### config.mk
export PLATFORM = sky130hd
export DESIGN_NAME = error_conv_check
export DESIGN_NICKNAME = d
export VERILOG_FILES = /design/src/rtl/ica_pkg.sv /design/src/rtl/abs_sat.sv /design/src/rtl/error_conv_check.sv
export SDC_FILE = /design/constraint.sdc
export NUM_CORES = 1
export LEC_CHECK = 0
export CAP_MARGIN = 10
export CORE_ASPECT_RATIO = 1.5
export CORE_MARGIN = 5
export CORE_UTILIZATION = 30
export DETAILED_ROUTE_END_ITERATION = 8
export GPL_TIMING_DRIVEN = 0
export PLACE_DENSITY_LB_ADDON = 0.08
export REMOVE_ABC_BUFFERS = 1
export SLEW_MARGIN = 10
export SYNTH_ARGS = -nofsm -noshare
export SYNTH_HDL_FRONTEND = slang
export SYNTH_SLANG_ARGS = --single-unit
### constraint.sdc
create_clock -name clk_chk -period 6 [get_ports clk_chk]
set_input_delay 1.2 -clock clk_chk [delete_from_list [all_inputs] [get_ports clk_chk]]
set_output_delay 1.2 -clock clk_chk [all_outputs]
set_load 0.05 [all_outputs]
### src/rtl/ica_pkg.sv
// Shared constants and state encoding for the FastICA convergence/norm blocks.
package ica_pkg;

    localparam int DW       = 26;
    localparam int THRESH   = 256;
    localparam int MAX_ITER = 64;
    localparam int IW       = 7;
    localparam int N_ELEM   = 16;

    typedef enum logic [1:0] {
        ST_IDLE = 2'd0,
        ST_SCAN = 2'd1,
        ST_DONE = 2'd2
    } chk_state_e;

endpackage

### src/rtl/abs_sat.sv
// Signed two's-complement to unsigned magnitude; the most negative code clamps to the
// largest positive code so the result always fits in W bits.
module abs_sat
    import ica_pkg::*;
#(
    parameter int W = DW
) (
    input  logic signed [W-1:0] x_i,
    output logic        [W-1:0] abs_o
);

    always_comb begin
        if (x_i == {1'b1, {(W-1){1'b0}}})
            abs_o = {1'b0, {(W-1){1'b1}}};
        else if (x_i[W-1])
            abs_o = $unsigned(-x_i);
        else
            abs_o = $unsigned(x_i);
    end

endmodule

### src/rtl/error_conv_check.sv
// Convergence detector: latches a 4x4 error matrix, scans max |e| serially and
// tracks converged / timeout / iteration count for the FastICA loop.
//
// state   | meaning
// IDLE    | waiting for start_chk (blocked while converged or timeout)
// SCAN    | one shadow element per cycle through abs_sat, index 0..15
// DONE    | one-cycle result pulse, then back to IDLE
module error_conv_check
    import ica_pkg::*;
(
    input  logic                 clk_chk,
    input  logic                 rstn_chk,
    input  logic                 start_chk,
    input  logic                 clr_iter,
    input  logic signed [DW-1:0] e_11, e_12, e_13, e_14,
    input  logic signed [DW-1:0] e_21, e_22, e_23, e_24,
    input  logic signed [DW-1:0] e_31, e_32, e_33, e_34,
    input  logic signed [DW-1:0] e_41, e_42, e_43, e_44,
    output logic                 busy,
    output logic                 done,
    output logic                 converged,
    output logic                 timeout,
    output logic [DW-1:0]        max_err,
    output logic [IW-1:0]        iter_cnt
);

    chk_state_e          state_q, state_d;
    logic signed [DW-1:0] e_in     [N_ELEM];
    logic signed [DW-1:0] shadow_q [N_ELEM];
    logic [3:0]          idx_q;
    logic [DW-1:0]       run_max_q, max_err_q, elem_abs, run_max_nx;
    logic                conv_q, tout_q, conv_nx, tout_nx, start_ok, last_elem;
    logic [IW-1:0]       iter_q, iter_sat;
    logic [IW:0]         iter_inc;

    assign e_in = '{e_11, e_12, e_13, e_14, e_21, e_22, e_23, e_24,
                    e_31, e_32, e_33, e_34, e_41, e_42, e_43, e_44};

    abs_sat #(.W(DW)) u_abs (
        .x_i   (shadow_q[idx_q]),
        .abs_o (elem_abs)
    );

    assign start_ok   = (state_q == ST_IDLE) && start_chk && !conv_q && !tout_q && !clr_iter;
    assign last_elem  = (state_q == ST_SCAN) && (idx_q == 4'd15);
    assign run_max_nx = (elem_abs > run_max_q) ? elem_abs : run_max_q;
    assign conv_nx    = run_max_nx < DW'(THRESH);
    assign iter_inc   = {1'b0, iter_q} + (IW+1)'(1);
    assign iter_sat   = (iter_inc >= (IW+1)'(MAX_ITER)) ? IW'(MAX_ITER) : iter_inc[IW-1:0];
    assign tout_nx    = !conv_nx && (iter_inc >= (IW+1)'(MAX_ITER));

    always_ff @(posedge clk_chk or negedge rstn_chk) begin
        if (!rstn_chk)
            state_q <= ST_IDLE;
        else
            state_q <= state_d;
    end

    always_comb begin
        state_d = state_q;
        if (clr_iter) begin
            state_d = ST_IDLE;
        end else begin
            case (state_q)
                ST_IDLE: if (start_ok)  state_d = ST_SCAN;
                ST_SCAN: if (last_elem) state_d = ST_DONE;
                ST_DONE: state_d = ST_IDLE;
                default: state_d = ST_IDLE;
            endcase
        end
    end

    always_comb begin
        busy = (state_q == ST_SCAN);
        done = (state_q == ST_DONE) && !clr_iter;
    end

    // Result registers load on the final scan cycle so they are valid alongside done.
    always_ff @(posedge clk_chk or negedge rstn_chk) begin
        if (!rstn_chk) begin
            for (int i = 0; i < N_ELEM; i++) shadow_q[i] <= '0;
            idx_q     <= '0;
            run_max_q <= '0;
            max_err_q <= '0;
            iter_q    <= '0;
            conv_q    <= 1'b0;
            tout_q    <= 1'b0;
        end else begin
            if (start_ok) begin
                for (int i = 0; i < N_ELEM; i++) shadow_q[i] <= e_in[i];
                idx_q     <= '0;
                run_max_q <= '0;
            end else if (state_q == ST_SCAN && !clr_iter) begin
                run_max_q <= run_max_nx;
                idx_q     <= idx_q + 4'd1;
            end

            if (clr_iter) begin
                iter_q <= '0;
                conv_q <= 1'b0;
                tout_q <= 1'b0;
            end else if (last_elem) begin
                max_err_q <= run_max_nx;
                iter_q    <= iter_sat;
                conv_q    <= conv_nx;
                tout_q    <= tout_nx;
            end
        end
    end

    assign max_err   = max_err_q;
    assign iter_cnt  = iter_q;
    assign converged = conv_q;
    assign timeout   = tout_q;

endmodule

# After elaboration in Yosys (flattened, before gate mapping)
# Cells that the tools add are included.
[op_classes] n_mux=21 n_eq_ne=6 order_cmp=4 bitwise_logic=2 add_sub_neg=3 reduce_logical=17
[ops] op="2-to-1 mux 26 bit" n=7
[ops] op="binary-select mux 26 bit (select 4 bit)" n=1
[ops] op="equality test 26 bit, second input constant" n=1
[ops] op="> comparator 26 bit" n=1
[ops] op="< comparator 26 x 9 -> 1 bit, second input constant" n=1
[ops] op="negator 26 bit" n=1
[ops] op="2-to-1 mux 7 bit" n=3
[ops] op="adder 7 x 1 -> 8 bit, second input constant" n=1
[ops] op="greater-or-equal comparator 8 x 7 -> 1 bit, second input constant" n=1
[ops] op="logical AND 1 bit" n=8
[ops] op="2-to-1 mux 4 bit" n=2
[ops] op="2-to-1 mux 2 bit" n=3
[ops] op="greater-or-equal comparator 5 bit, second input constant" n=1
[ops] op="inverter 4 -> 5 bit" n=1
[ops] op="adder 4 x 1 -> 4 bit, second input constant" n=1
[ops] op="equality test 4 bit, second input constant" n=1
[ops] op="zero test 1 bit" n=4
[ops] op="2-to-1 mux 1 bit" n=4
[ops] op="one-hot mux 2 bit (2 select lines)" n=1
[ops] op="AND reduction 2 bit" n=2
[ops] op="nonzero test 2 bit" n=2
[ops] op="inequality test 3 x 2 -> 1 bit, second input constant" n=1
[ops] op="inequality test 3 bit, second input constant" n=1
[ops] op="equality test 2 x 1 -> 1 bit, second input constant" n=1
[ops] op="other kinds (3)" n=3
[word_totals] regBits=483 wordCells=76 inputBits=420 output_inout_bits=37

# Logic depth before layout (Yosys ltp)
# Gate-level depths: netlist of the first run.
[logic_depth] depth_word=14 ltp_mapped=29

# Cells and area by module
# A second synthesis of the first run with hierarchy kept.
[hier_totals] cells_unflattened=1500 area_unflattened_um2=22881.9
[by_module_without_submodules] module="error_conv_check" cells_per_inst=1389 area_per_inst_um2=22105.0 instances=1
[by_module_without_submodules] module="abs_sat" cells_per_inst=111 area_per_inst_um2=777.0 instances=1

# Worst setup path after synthesis of the first run
# No wires, ideal clock.
[synth_timing] path_kind="flip-flop to flip-flop" startpoint="register idx_q[1]" endpoint="register tout_q, in the netlist timeout" path_slack_ns=0.209 setup_ns=0.121 path_stages_with_launch=27 path_buffers=7 synth_period_minus_slack_ns=5.791 arrival_time_ns=5.670 t_required_ns=5.879 path_cell_list="dfrtp_1 > buf_6 > buf_2 > buf_4 > mux4_2 > mux2i_1 > nand2_1 > o2bb2ai_1 > nand4_1 > or4_1 > buf_4 > buf_2 > buf_2 > buf_1 > nand2_1 > ha_1 > nor2b_1 > o211a_1 > a2111oi_0 > o21ai_0 > a311oi_1 > a21oi_1 > or3_2 > a22o_1 > nor4_1 > nand4b_1 > a22o_1"
[synth_between] elab_chain_cells=14 word_cells_on_any_way=18 cone_classes="add/sub (1); order compare (2); eq/ne (2); mux (8); bitwise (1); reduce/logical (4)"
[synth_lines] element="from (decl)" line="error_conv_check.sv:30" rtl="logic [3:0] idx_q;"
[synth_lines] element="from (signal assigned)" line="error_conv_check.sv:95" rtl="idx_q <= idx_q + 4'd1;"
[synth_lines] element="inverter 4 -> 5 bit (not written as such)" line="error_conv_check.sv:40" rtl=".x_i (shadow_q[idx_q]),"
[synth_lines] element="binary-select mux 26 bit (select 4 bit)" line="error_conv_check.sv:40"
[synth_lines] element="2-to-1 mux 26 bit (not written as such) (2 in series)" line="error_conv_check.sv:40"
[synth_lines] element="negator 26 bit" line="abs_sat.sv:16" rtl="abs_o = $unsigned(-x_i);"
[synth_lines] element="2-to-1 mux 26 bit" line="abs_sat.sv:15" rtl="else if (x_i[W-1])"
[synth_lines] element="2-to-1 mux 26 bit" line="abs_sat.sv:13" rtl="if (x_i == {1'b1, {(W-1){1'b0}}})"
[synth_lines] element="> comparator 26 bit" line="error_conv_check.sv:46" rtl="assign run_max_nx = (elem_abs > run_max_q) ? elem_abs : run_max_q;"
[synth_lines] element="2-to-1 mux 26 bit" line="error_conv_check.sv:46"
[synth_lines] element="< comparator 26 x 9 -> 1 bit" line="error_conv_check.sv:47" rtl="assign conv_nx = run_max_nx < DW'(THRESH);"
[synth_lines] element="zero test 1 bit" line="error_conv_check.sv:50" rtl="assign tout_nx = !conv_nx && (iter_inc >= (IW+1)'(MAX_ITER));"
[synth_lines] element="logical AND 1 bit" line="error_conv_check.sv:50"
[synth_lines] element="2-to-1 mux 1 bit" line="error_conv_check.sv:102" rtl="end else if (last_elem) begin"
[synth_lines] element="2-to-1 mux 1 bit" line="error_conv_check.sv:98" rtl="if (clr_iter) begin"
[synth_lines] element="to (signal assigned)" line="error_conv_check.sv:106" rtl="tout_q <= tout_nx;"
[synth_lines] element="to (decl)" line="error_conv_check.sv:32" rtl="logic conv_q, tout_q, conv_nx, tout_nx, start_ok, last_elem;"
# Parallel ways exist; a longest one is shown, timed or not. The select of a mux whose other input is x is not followed.
# A chain may end at the register's enable or synchronous reset.

# Final worst setup path of the first run
# Ends and elaborated chain as after synthesis.

==> flow_summary.ini, run 1 <==
[layout]
multiInputGateArea_mm2 = 0.0112
layout-area-overhead-vs-synth_pct = 39.5
ff_latch_area_mm2 = 0.0121
fin_area_mm2 = 0.0330
nFillCells = 7869
nNetsFinal = 3502
drive_gt1_share_pct = 12.5
utilization_pct = 42.0

[grt]
track_usage_pct = 19.3
grt_overflow_total = 0
grt_pass1_vias = 21200
grt_max_degree = 100
antenna_found_initial = 12
grt_pass1_wl_mm = 127

[sta]
drv_slew = 0
final.setup.worst_slack_ns = -0.128
rsz0062_at_grt = true
hold_violations = 0
min_period_ns = 6.13
setup_viol = 2
tns_ns = -0.165
slew_headroom_pct = 19.2
skew_ns = 0.0123
worst_slew_pin_slew_ns = 1.21
finalCritPeriodShare_pct = 102
fmax_mhz = 163

[synthesis]
synth-edff-count = 0
yosysTopAreaCell = dfrtp_1
syn_avg_cell_area_um2 = 9.18
synth_top_area_share_pct = 51.1
ys_top_cells_by_area = dfrtp_1, nand2_1, mux4_2
ys_ff_latch = 483
yosys_warnings = 0
syn_area_mm2 = 0.0236
synth_ff_type = dfrtp_1
ys_top_cells_by_count = nand2_1, dfrtp_1, clkbuf_1
seq_area_frac_synth_pct = 51.1
synthArstFlopShare_pct = 100
synth_cells = 2576
ys_types = 79
post-synth-top-count-cell = nand2_1

[critical_path]
worstPathArrival_ns = 6.62
rr_worst_depth = 27
worst-setup-path-type = flop to flop
critPathLaunchType = flop
critPathMaxFanout = 5
worstReg2RegStart = idx_q[1]$_DFFE_PN0P_
r2r_end = timeout$_DFFE_PN0P_
required_ns = 6.50
rrSetupSlack_ns = -0.13
crit_path_end_kind = flop

[cts]
cts_root_buffer = clkbuf_16
cts_htree_levels = 2
cts_buffers = 54
cts_sinks = 483
clk_latency_ns = 0.61
clk_pin_slew_ns = 0.06
cts_tree = built
clockBufferDepth = 3

[floorplanning]
core_area_mm2 = 0.0785
die_width_um = 239
die_h_um = 354
core.rowCount = 126
ioPinCount = 457
start_util_pct = 30.1
fp.dieArea_mm2 = 0.0847

[route]
wl_per_cell_um = 20.2
vias = 19600
viasPerCell = 4.75
ant_nets = 0
firstDrtPassIters = 5
wl_mm = 83.3
drc = 0
first_iter_violations = 845

[power_and_ir_drop]
pwr-share-seq_pct = 30.7
pwr_density_cell_mw_per_mm2 = 414
p_sw_share_pct = 35.3
p_leak_uw = 0.0155
p_clk_share_pct = 25.5
cellInternalPower_uw = 8840
netSwitchingPower_uw = 4810
combPwrFrac_pct = 43.8
vdd_drop_max_mv = 0.227

[place]
hpwlAfterDp_mm = 59.7
dpl-instance-area_mm2 = 0.0297
io_buffers = 456
gp_congestion = 0.808

[hold_path]
min_from = shadow_q[288]$_DFFE_PN0P_
holdPathEnd = shadow_q[288]$_DFFE_PN0P_
hold_path.class = flop to flop
min_delay_path_depth = 2

[outcome]
status = finished with violations
violations = setup timing

[run]
maxCapViolCount = 0
stage by stage:
step                      std cells  power [uW]  setup WS [ns]  hold slack [ns]
after floorplan                2420        7390          -6.67            0.437
after global routing           4124       14600         -0.393            0.481
after global placement         3900        9090         -18.27            0.452
after CTS                      4106       13700        -0.0727            0.472
final                          4125       13700         -0.128            0.468
after detailed placement       3944        9090          -2.00            0.455
layer usage:
layer  up-vias  part of all wire, %  track usage, %
li1       9443                    -               -
met1      9621                   40            23.4
met2       427                   53            35.5
met3        97                  4.5            3.33
met4         8                  2.0            4.67
met5         -                0.072               0
flip-flops by register name, indices dropped and copies added (netlist names):
register	cells
converged	1
idx_q	4
iter_cnt	7
max_err	26
run_max_q	26
shadow_q	416
state_q	2
timeout	1
final cells by class:
class,instances,share of cell area [%]
Clock buffer,89,5.26
Multi-Input combinational cell,1907,34.0
Clock inverter,10,0.406
Antenna cell,5,0.0379
Inverter,31,0.368
Tap cell,1024,3.88
Sequential cell,483,36.7
Timing Repair Buffer,576,19.3
logic make-up after synthesis:
| group | after synthesis | synth area share [%] |
|---|---|---|
| compound gates | 197 | 5.66 |
| simple gates | 1474 | 24.5 |
| buf+inv | 187 | 3.74 |
| mux | 186 | 12.8 |
| flops | 483 | 51.1 |
| fa+ha+maj | 29 | 1.53 |
| xor+xnor | 20 | 0.741 |
power groups by stage:
stage	combinational (uW)	sequential (uW)	clock, uW
CTS	5930	4190	3620
global route	6550	4260	3740
detailed placement	4810	4280	0
finish	5980	4190	3480
global placement	4620	4480	0
floorplan	3130	4260	0
critical path, cell delays in order (launching register included):
cell and delay [ns]:
dfrtp_4 0.52, buf_12 0.14, buf_4 0.13, buf_4 0.15, buf_4 0.14, mux4_2 0.30
mux2i_2 0.35, inv_1 0.09, o22ai_1 0.24, nand4_1 0.20, or4_4 0.61, buf_12 0.16
buf_4 0.13, nand2_1 0.08, ha_1 0.27, nand2_1 0.08, nor2_1 0.05, a211oi_2 0.24
o21ai_1 0.13, a311oi_2 0.34, a21oi_4 0.12, buf_6 0.14, or3_2 0.42, a22o_1 0.24
nor4_2 0.26, nand4b_1 0.14, buf_4 0.17, a22o_1 0.17
worst max path at each step:
stage | depth (start not counted) | from | to | slack, ns
CTS | 26 | idx_q[1]$_DFFE_PN0P_ | timeout$_DFFE_PN0P_ | -0.07
global route | 23 | idx_q[1]$_DFFE_PN0P_ | timeout$_DFFE_PN0P_ | -0.39
global placement | 1 | rstn_chk | shadow_q[134]$_DFFE_PN0P_ | -18.27
finish | 27 | idx_q[1]$_DFFE_PN0P_ | timeout$_DFFE_PN0P_ | -0.13
detailed placement | 21 | idx_q[0]$_DFFE_PN0P_ | timeout$_DFFE_PN0P_ | -2.00
floorplan | 5 | clr_iter | run_max_q[10]$_DFFE_PN0P_ | -6.67
placed cells by master, fill, tap and decap left out, types with 13 or more instances in the layout:
| cell | instances |
|---|---|
| o21ai_0 | 53 |
| o22ai_1 | 15 |
| mux2i_4 | 16 |
| a21oi_1 | 22 |
| clkbuf_1 | 13 |
| buf_16 | 22 |
| clkbuf_8 | 19 |
| dfrtp_1 | 479 |
| buf_12 | 15 |
| nand2_1 | 1319 |
| ha_1 | 28 |
| nor2_1 | 50 |
| mux4_2 | 66 |
| mux4_1 | 17 |
| mux2_2 | 19 |
| inv_1 | 29 |
| buf_4 | 55 |
| a22o_1 | 25 |
| clkbuf_16 | 59 |
| mux2i_1 | 56 |
| nand3_1 | 27 |
| clkdlybuf4s50_1 | 455 |
| buf_8 | 19 |
repair_timing:
item	4_1_cts	5_1_grt
pin swaps	27	19
hold endpoints to repair	0	0
setup endpoints to repair	54	8
gates resized for setup	117	12
hold buffers	0	0
buffers inserted	55	16
cloned	9	1
Note: power is estimated with default switching activity, not from simulation.
==> inputs of run 2 (changes only) <==
- CORE_UTILIZATION: 30 -> 48
- PLACE_DENSITY: not set -> 0.78
- PLACE_DENSITY_LB_ADDON: 0.08 -> not set
==> flow_summary.ini, run 2 (same netlist as run 1, synthesis figures left out) <==
[outcome]
status = finished clean

[power_and_ir_drop]
vdd_drop_max_mv = 0.242
pwr-share-seq_pct = 32.5
p_sw_share_pct = 35.7
p_clk_share_pct = 24.4
p_leak_uw = 0.0152
combPwrFrac_pct = 43.1
pwr_density_cell_mw_per_mm2 = 405
power_uw = 13000
cellInternalPower_uw = 8330
netSwitchingPower_uw = 4620

[critical_path]
slowest_delay_ns = 0.63
crit_path_end_kind = flop
worstPathArrival_ns = 6.39
rrSetupSlack_ns = 0.06
required_ns = 6.46
critPathMaxFanout = 6
crit_slowest_cell = or4_4
worst-setup-path-type = flop to flop
worstReg2RegStart = idx_q[1]$_DFFE_PN0P_
crit_start = idx_q[1]$_DFFE_PN0P_
worstPathCellList = buf_12 -> buf_16 -> buf_4 -> mux4_2 -> mux2_4 -> nor3_4 -> o22a_2 -> nand3_4 -> or4_4 -> buf_4 -> nand2_1 -> ha_1 -> a2111oi_2 -> o21ai_1 -> a311oi_2 -> a21oi_4 -> buf_6 -> or3_1 -> a22o_1 -> nor4_2 -> nand4b_1 -> a22o_1
critPathLaunchType = flop

[route]
wl_mm = 75.0
first_iter_violations = 1346
wl_per_cell_um = 20.0
firstDrtPassIters = 7
viasPerCell = 5.40
drc = 0
vias = 20200
ant_nets = 0

[cts]
cts_sinks = 483
clk_latency_ns = 0.56
cts_tree = built
cts_root_buffer = clkbuf_16
cts_buffers = 47
clk_pin_slew_ns = 0.07
clockBufferDepth = 3
cts_htree_levels = 2

[grt]
grt_pass1_wl_mm = 113
grt_pass1_vias = 21200
grt_max_degree = 122
grt_overflow_total = 0
track_usage_pct = 26.7
antenna_found_initial = 23

[layout]
nNetsFinal = 3476
fin_area_mm2 = 0.0320
layout-area-overhead-vs-synth_pct = 35.3
final_cell_mix = nand2_1, dfrtp_1, clkdlybuf4s50_1, mux4_2, mux2i_1
drive_gt1_share_pct = 11.4
mostFrequentLayoutCell = nand2_1
top_register = shadow_q
largest_reg_flops = 416
utilization_pct = 65.7
fin_cells = 3746

[place]
io_buffers = 456
gp_congestion = 0.908
hpwlAfterDp_mm = 52.8
dp.cells = 3569
dpl-instance-area_mm2 = 0.0291

[sta]
worst_slew_pin_slew_ns = 1.16
hold_violations = 0
skew_ns = 0.0166
drv_slew = 0
slew_headroom_pct = 22.2
rsz0062_at_grt = true
finalCritPeriodShare_pct = 98.9
min_period_ns = 5.94
setup_viol = 0
fmax_mhz = 168

[floorplanning]
ioPinCount = 457
die_width_um = 191
core.rowCount = 99
start_util_pct = 48.6
die_h_um = 282
fp.dieArea_mm2 = 0.0539
core_area_mm2 = 0.0487

[hold_path]
hold_path.class = flop to flop
min_from = shadow_q[315]$_DFFE_PN0P_

[run]
maxCapViolCount = 0
==> run 2: final cells by class <==
class	count	area (um2)
antenna	26	65.1
clock buffer	71	1440
clock inverter	15	213
fill	3776	16700
inverter	31	118
multi-input combinational	1908	11100
sequential	483	12100
tap	656	821
timing repair buffer	556	6080
==> run 2: through the flow <==
step / setup TNS (ns) / hold slack (ns) / setup WS, ns
CTS: 0 / 0.470 / 0.00941
global route: -0.186 / 0.485 / -0.143
floorplan: -1783.24 / 0.437 / -6.67
finish: 0 / 0.466 / 0.0645
detailed placement: -66.36 / 0.454 / -1.94
global placement: - / 0.450 / -16.55
==> run 2: worst paths after layout <==
path,end,cells after the start
setup / recovery,timeout$_DFFE_PN0P_,22
max in group asynchronous,shadow_q[8]$_DFFE_PN0P_,3
setup reg to reg,timeout$_DFFE_PN0P_,22
hold reg to reg,shadow_q[315]$_DFFE_PN0P_,2
hold / removal,shadow_q[315]$_DFFE_PN0P_,2
min in group asynchronous,shadow_q[69]$_DFFE_PN0P_,1
==> run 2: routing by layer <==
layer  global-route usage (%)  vias up  part of all wire (%)
met5                        0        -                     0
met4                     15.6        0                   5.8
met3                     3.54      197                   4.9
met2                     47.3      696                    53
met1                     31.1     9933                    36
li1                         -     9403                     -
==> run 2: timing repair <==
action                                  in CTS  in global routing
pin swaps                                   11                 23
hold buffers                                 0                  0
gates cloned                                 5                  3
resized for setup                           68                 44
setup buffers                               27                 31
endpoints found under the setup margin      54                 19
==> run 2: power groups by stage <==
stage               Sequential (uW)  Clock [uW]  Combinational (uW)
floorplan                      4260           0                3130
global placement               4430           0                4400
detailed placement             4330           0                4520
CTS                            4190        3210                5130
global route                   4270        3330                6080
finish                         4210        3160                5580
==> run 2: critical path: cells and delay by family, from the launching register on <==
family / cells / cell delay (ns)
adder cells (fa/ha/maj): 1 / 0.27
buffers and inverters: 5 / 0.79
multiplexers: 2 / 0.82
AO/OA/AOI/OAI: 7 / 1.70
AND/OR/NAND/NOR: 7 / 1.69
flip-flops: 1 / 0.50
